--- src/rtl/i2s_tx_serializer.sv ---
// I2S master transmitter: derives sclk/ws from clk and shifts out stereo samples MSB-first.
// A one-deep holding buffer absorbs jitter between the EQ strobe and the frame rate.
module i2s_tx_serializer #(
  parameter int SCLK_DIV = 16,
  parameter int SMPL_W   = 16,
  parameter int SLOT_W   = 24
) (
  input  logic              clk,
  input  logic              rst,
  input  logic              vld,
  input  logic [SMPL_W-1:0] aud_lft,
  input  logic [SMPL_W-1:0] aud_rght,
  output logic              rdy,
  output logic              I2S_sclk,
  output logic              I2S_ws,
  output logic              I2S_data,
  output logic              underrun,
  output logic              overrun
);

  localparam int FRAME_W = 2 * SLOT_W;
  localparam int CNT_W   = $clog2(SCLK_DIV);
  localparam int BIT_W   = $clog2(FRAME_W);
  localparam int PAD     = SLOT_W - SMPL_W;

  logic [CNT_W-1:0]   r_sclk_cnt;
  logic [BIT_W-1:0]   r_bit_cnt;
  logic [FRAME_W-1:0] r_frame;
  logic [SMPL_W-1:0]  r_hold_lft;
  logic [SMPL_W-1:0]  r_hold_rght;
  logic               r_full;
  logic               r_rdy;
  logic               r_sclk;
  logic               r_ws;
  logic               r_underrun;
  logic               r_overrun;

  logic [CNT_W-1:0]   w_sclk_cnt_next;
  logic [BIT_W-1:0]   w_bit_next;
  logic [FRAME_W-1:0] w_load;
  logic [FRAME_W-1:0] w_frame_next;
  logic               w_fall;
  logic               w_boundary;
  logic               w_ws_next;
  logic               w_full_next;

  assign w_fall          = (r_sclk_cnt == CNT_W'(SCLK_DIV - 1));
  assign w_sclk_cnt_next = w_fall ? '0 : r_sclk_cnt + CNT_W'(1);
  assign w_boundary      = w_fall && (r_bit_cnt == BIT_W'(FRAME_W - 1));
  assign w_bit_next      = w_boundary ? '0 : r_bit_cnt + BIT_W'(1);
  assign w_ws_next       = (w_bit_next >= BIT_W'(SLOT_W - 1)) &&
                           (w_bit_next <= BIT_W'(FRAME_W - 2));

  // Whole frame is laid out MSB-first so each falling event just shifts left by one.
  always_comb begin
    w_load = '0;
    if (r_full) begin
      w_load = {SLOT_W'(r_hold_lft) << PAD, SLOT_W'(r_hold_rght) << PAD};
    end
  end

  assign w_frame_next = w_boundary ? w_load : {r_frame[FRAME_W-2:0], 1'b0};

  // A boundary always drains the buffer, so only a coincident strobe keeps it full.
  assign w_full_next  = w_boundary ? vld : (r_full | vld);

  always_ff @(posedge clk) begin
    if (rst) begin
      r_sclk_cnt  <= '0;
      r_bit_cnt   <= '0;
      r_frame     <= '0;
      r_hold_lft  <= '0;
      r_hold_rght <= '0;
      r_full      <= 1'b0;
      r_rdy       <= 1'b1;
      r_sclk      <= 1'b0;
      r_ws        <= 1'b0;
      r_underrun  <= 1'b0;
      r_overrun   <= 1'b0;
    end else begin
      r_sclk_cnt <= w_sclk_cnt_next;
      r_sclk     <= (w_sclk_cnt_next >= CNT_W'(SCLK_DIV / 2));
      if (w_fall) begin
        r_bit_cnt <= w_bit_next;
        r_ws      <= w_ws_next;
        r_frame   <= w_frame_next;
      end
      if (vld) begin
        r_hold_lft  <= aud_lft;
        r_hold_rght <= aud_rght;
      end
      r_full     <= w_full_next;
      r_rdy      <= !w_full_next;
      r_underrun <= w_boundary && !r_full;
      r_overrun  <= vld && r_full && !w_boundary;
    end
  end

  assign rdy      = r_rdy;
  assign I2S_sclk = r_sclk;
  assign I2S_ws   = r_ws;
  assign I2S_data = r_frame[FRAME_W-1];
  assign underrun = r_underrun;
  assign overrun  = r_overrun;

endmodule

--- config.mk ---
export PLATFORM = sky130hd
export DESIGN_NAME = i2s_tx_serializer
export DESIGN_NICKNAME = d
export VERILOG_FILES = /design/src/rtl/i2s_tx_serializer.sv
export SDC_FILE = /design/constraint.sdc
export NUM_CORES = 1
export LEC_CHECK = 0
export BUFFER_PORTS_ARGS = -buffer_cell sky130_fd_sc_hd__buf_2
export CAP_MARGIN = 0
export CORE_AREA = 2 2 93 95
export CTS_CLUSTER_DIAMETER = 40
export DETAILED_ROUTE_END_ITERATION = 8
export DIE_AREA = 0 0 95 97
export SLEW_MARGIN = 0
export SYNTH_ARGS = -nofsm -noshare
export SYNTH_HDL_FRONTEND = slang
export SYNTH_SLANG_ARGS = --single-unit
export TNS_END_PERCENT = 100
--- constraint.sdc ---
create_clock -name clk -period 1.92 [get_ports clk]
set_input_delay 0.192 -clock clk [delete_from_list [all_inputs] [get_ports clk]]
set_output_delay 0.192 -clock clk [all_outputs]
set_load 0.05 [all_outputs]
==> summary by stage <==
Floorplanning
The initial utilization of the core area, before any placement, comes to 44.3%. The die covers 9220 um2. In this run the core area contains 33 standard-cell rows. The count of boundary I/O pins is 41. The width of the die is 95 um.

The floorplan die height is 97 um. The core box area is 8130 um2.

Route
Wires add up to 6.93 mm. The DRC violation count after routing is 0. The final route contains 2,851 vias. In the final routed layout, each cell accounts on average for 12.6 um. Dividing the detail-routed via count by the number of cells gives 5.20. The initial detailed-routing violation count is 134. Before antenna repair, the detailed router went through 4 iterations.

In this run the remaining antenna-violating nets after routing total 0.

Worst setup path
Data arrives at the worst endpoint at 2.04 ns. The start point of the critical path is r_bit_cnt[1]. STA classifies the critical path endpoint as a flop.

The data required time at the worst endpoint is 2.19 ns. The worst setup path endpoint is r_frame[44]. The maximum net fanout on the critical path is 13. The end of the worst register-to-register path is r_frame[44]. The setup check on the worst reg-to-reg path leaves a slack of 0.15 ns. The startpoint identified for the worst register-to-register timing path is r_bit_cnt[1]. The number of cells on the worst reg-to-reg path is 6. The critical path class is reg -> reg. The worst setup path is launched from a flop.

Timing
Setup repair after global routing could not meet its margin everywhere. The number of failing hold endpoints at the final stage came to 0. The worst hold margin is 0.0660 ns. The post-route clock period utilization is 92.2%. The transition time at the pin with the least slew margin is 0.627 ns. The setup slack after layout is 0.150 ns. The smallest clock period supported by the final layout is computed as 1.77 ns. In this run the tightest slew margin relative to its limit is 58.2%.

For this run, the top clock speed supported by timing is 565 MHz. The number of pins exceeding their max-slew limit in the final report is 0. The setup-violating endpoint count in the final report is 0. The final clock skew is 0.00976 ns.

Layout
Leaving out fill and tap cells, the most frequent cell in the layout is sky130_fd_sc_hd__dfxtp_1. The post-route netlist has 17.2% of its cells at a drive strength greater than 1. The final instance count without filler cells is 548. The number of diodes is 0. In the final layout, the multi-input gates occupy 1640 um2.

For this run, the post-layout net count is 477. After routing the design area is 4100 um2. Leaving out fill and tap cells, the most frequent cells in the layout are 88 x sky130_fd_sc_hd__dfxtp_1, 74 x sky130_fd_sc_hd__nor2_1, 50 x sky130_fd_sc_hd__nand2_1, 42 x sky130_fd_sc_hd__nand3_1, 40 x sky130_fd_sc_hd__buf_2.

The filler cells instantiated in the layout total 801. The area growth from synthesis to final layout is 13.7%. Summing all flip-flop and latch instances after layout gives 1760 um2.

Clock tree
The count of H-tree levels built during CTS is 3. TritonCTS built the clock tree. The CTS sink count is 88. The number of hold buffers added after CTS was 0.

The register clock-pin slew on the reported worst setup and hold paths is 0.09 ns. The number of buffers on the longest clock path is 2. The clock reaches the later pin of the worst-skew pair after 0.36 ns.

The root buffer cell chosen for the clock tree is sky130_fd_sc_hd__clkbuf_8. The number of CTS-inserted buffers is 9.

Logic synthesis
Counting flops with an async set or reset pin after synthesis yields a share of 0%. The synthesized design contains 88 register bits. The synthesized netlist devotes 1.46% of its cell area to XOR and XNOR gates. The mean cell area of the mapped netlist is 8.83 um2. The compound-gate portion of the synthesized area is 11.7%. The portion of the post-synthesis area used by sequential elements is 48.9%. The cell area that synthesis handed to floorplanning was 3600 um2.

Among all flip-flop cells after synthesis, the most frequent one is sky130_fd_sc_hd__dfxtp_1. Sorting the synthesized cells by area gives the leading types as sky130_fd_sc_hd__dfxtp_1 49%, sky130_fd_sc_hd__mux2i_1 8.9%, sky130_fd_sc_hd__nor2_1 7.7%. The number of distinct library cells after synthesis is 33. The cell taking the most area after synthesis is sky130_fd_sc_hd__dfxtp_1. The top cell type's share of synthesized area is 48.9%.

After synthesis, the largest family of logic cells by area is simple AND/OR/NAND/NOR gates. The number of nets produced by synthesis is 447. The instance count of the mapped netlist is 408. After Yosys synthesis, and, or, nand and nor cells account for 22.0% of the synthesized area.

The number of warnings issued by yosys is 0. The number of enable flip-flop cells after synthesis is 0. The portion of synthesized area spent on multiplexers is 8.89%.

The adder and majority gate portion of the synthesized area is 1.39%.

Global routing
The wire length of the first global-routing pass is 12.0 mm. Entering global routing, the biggest net connects 42 pins. The global-route usage over all layers is 16.2%.

Global routing finished with a remaining overflow of 0. The initial antenna violation count is 0. The via count of the first global-routing pass was 2,611.

Pwr
Summed over all nets, the switching power comes to 0.781 mW. Dividing total power by cell area gives a power density of 824 nW/um2. The part of the total power dissipated in the clock network is 38.0%.

The maximum VDD drop is 0.506 mV. The analysis attributes to cell leakage a power of 1.50 nW. The switching portion of total power is 23.2%. The internal power of the cells is 2.59 mW. The sequential power share is 56.3%.

The logic gate share of total power is 5.7%.

Placement
The placed cell count is 532. The placed instance area is 3890 um2. At the end of routability-driven placement, the weighted congestion stood at 0.834.

Summed over all nets, the half-perimeter wirelength after detailed placement is 4.52 mm. The post-placement setup slack is 0.154 ns. The count of buffers added on input and output ports is 40.

Worst hold path
In this run the worst hold path is classified as in -> reg. The worst min-delay path startpoint is aud_rght[2].

Run
The tool flagged a number of max-cap violations equal to 0.

Status
The run finished with clean final reports.
[repair_timing]
item | in CTS | in global routing
resized for setup | 0 | 2
buffers inserted | 0 | 0
endpoints found under the setup margin | 0 | 15
[flip-flops by register name, indices dropped and copies added, names as in the netlist]
name and cells:
overrun 1, I2S_sclk 1, r_full 1, I2S_ws 1, r_bit_cnt 6, r_frame 40, r_hold_rght 16, r_hold_lft 16
underrun 1, r_sclk_cnt 4, rdy 1
[critical path, stage by stage (launching register included)]
cell and delay (ns):
sky130_fd_sc_hd__dfxtp_1 0.41, sky130_fd_sc_hd__ha_1 0.24, sky130_fd_sc_hd__nand3_4 0.12, sky130_fd_sc_hd__nor3b_4 0.28, sky130_fd_sc_hd__buf_4 0.25, sky130_fd_sc_hd__nand3_1 0.10, sky130_fd_sc_hd__a311oi_1 0.27
[power by group through the flow]
stage	Sequential (mW)	Combinational (mW)	Clock, mW
2_1_floorplan	1.94	0.131	0
3_3_place_gp	1.94	0.189	0
3_5_place_dp	1.94	0.193	0
4_1_cts	1.90	0.194	1.33
5_1_grt	1.91	0.214	1.41
6_report	1.90	0.191	1.28
[cell type report]
cell class              instances  share of cell area, %
flip-flops and latches         88                   43.0
multi-input cells             279                   40.0
repair buffers                 56                   8.62
clock buffers                  11                   3.45
well taps                     105                   3.21
clock inverters                 5                   1.37
inverters                       4                  0.367
[stage by stage]
step                util, %  total power [mW]  TNS (ns)
global placement       47.8              2.13         0
detailed placement     47.8              2.14         0
CTS                    50.3              3.42         0
global route           50.3              3.53   -0.0733
floorplan                 -              2.07         0
finish                 50.3              3.37         0
[per-layer routing]
metal / part of all wire, % / wire (um) / GRT usage [%] / vias up
li1: - / - / - / 1481
met1: 51 / 3500 / 22.7 / 1316
met2: 45 / 3090 / 24.1 / 46
met3: 3.3 / 231 / 3.50 / 8
met4: 1.6 / 112 / 6.69 / 0
met5: 0 / 0 / 0 / -
[kinds of logic (layout without fill, tap and decap cells)]
group | after synthesis | in the layout
compound gates | 57 | 57
xor+xnor | 6 | 6
fa+ha+maj | 4 | 4
buf+inv | 41 | 76
flops | 88 | 88
mux | 32 | 32
simple gates | 180 | 180
[worst min-delay path by stage]
stage | to | slack (ns) | cells after the start
after detailed placement | r_hold_lft[0] | 0.43 | 3
after global placement | r_hold_rght[9] | 0.42 | 3
after floorplan | r_hold_lft[0] | 0.34 | 2
final | r_hold_rght[2] | 0.07 | 3
after global routing | r_hold_rght[7] | 0.06 | 3
after CTS | r_hold_lft[0] | 0.05 | 3
[synthesized netlist by cell type (5+ instances only)]
| master | count |
|---|---|
| sky130_fd_sc_hd__nand3_1 | 42 |
| sky130_fd_sc_hd__clkbuf_1 | 26 |
| sky130_fd_sc_hd__dfxtp_1 | 88 |
| sky130_fd_sc_hd__nand2_1 | 50 |
| sky130_fd_sc_hd__a21oi_1 | 17 |
| sky130_fd_sc_hd__buf_6 | 6 |
| sky130_fd_sc_hd__buf_2 | 5 |
| sky130_fd_sc_hd__mux2i_1 | 32 |
| sky130_fd_sc_hd__nor2_1 | 74 |
| sky130_fd_sc_hd__a311oi_1 | 31 |
Note: power is estimated with default switching activity, not from simulation.
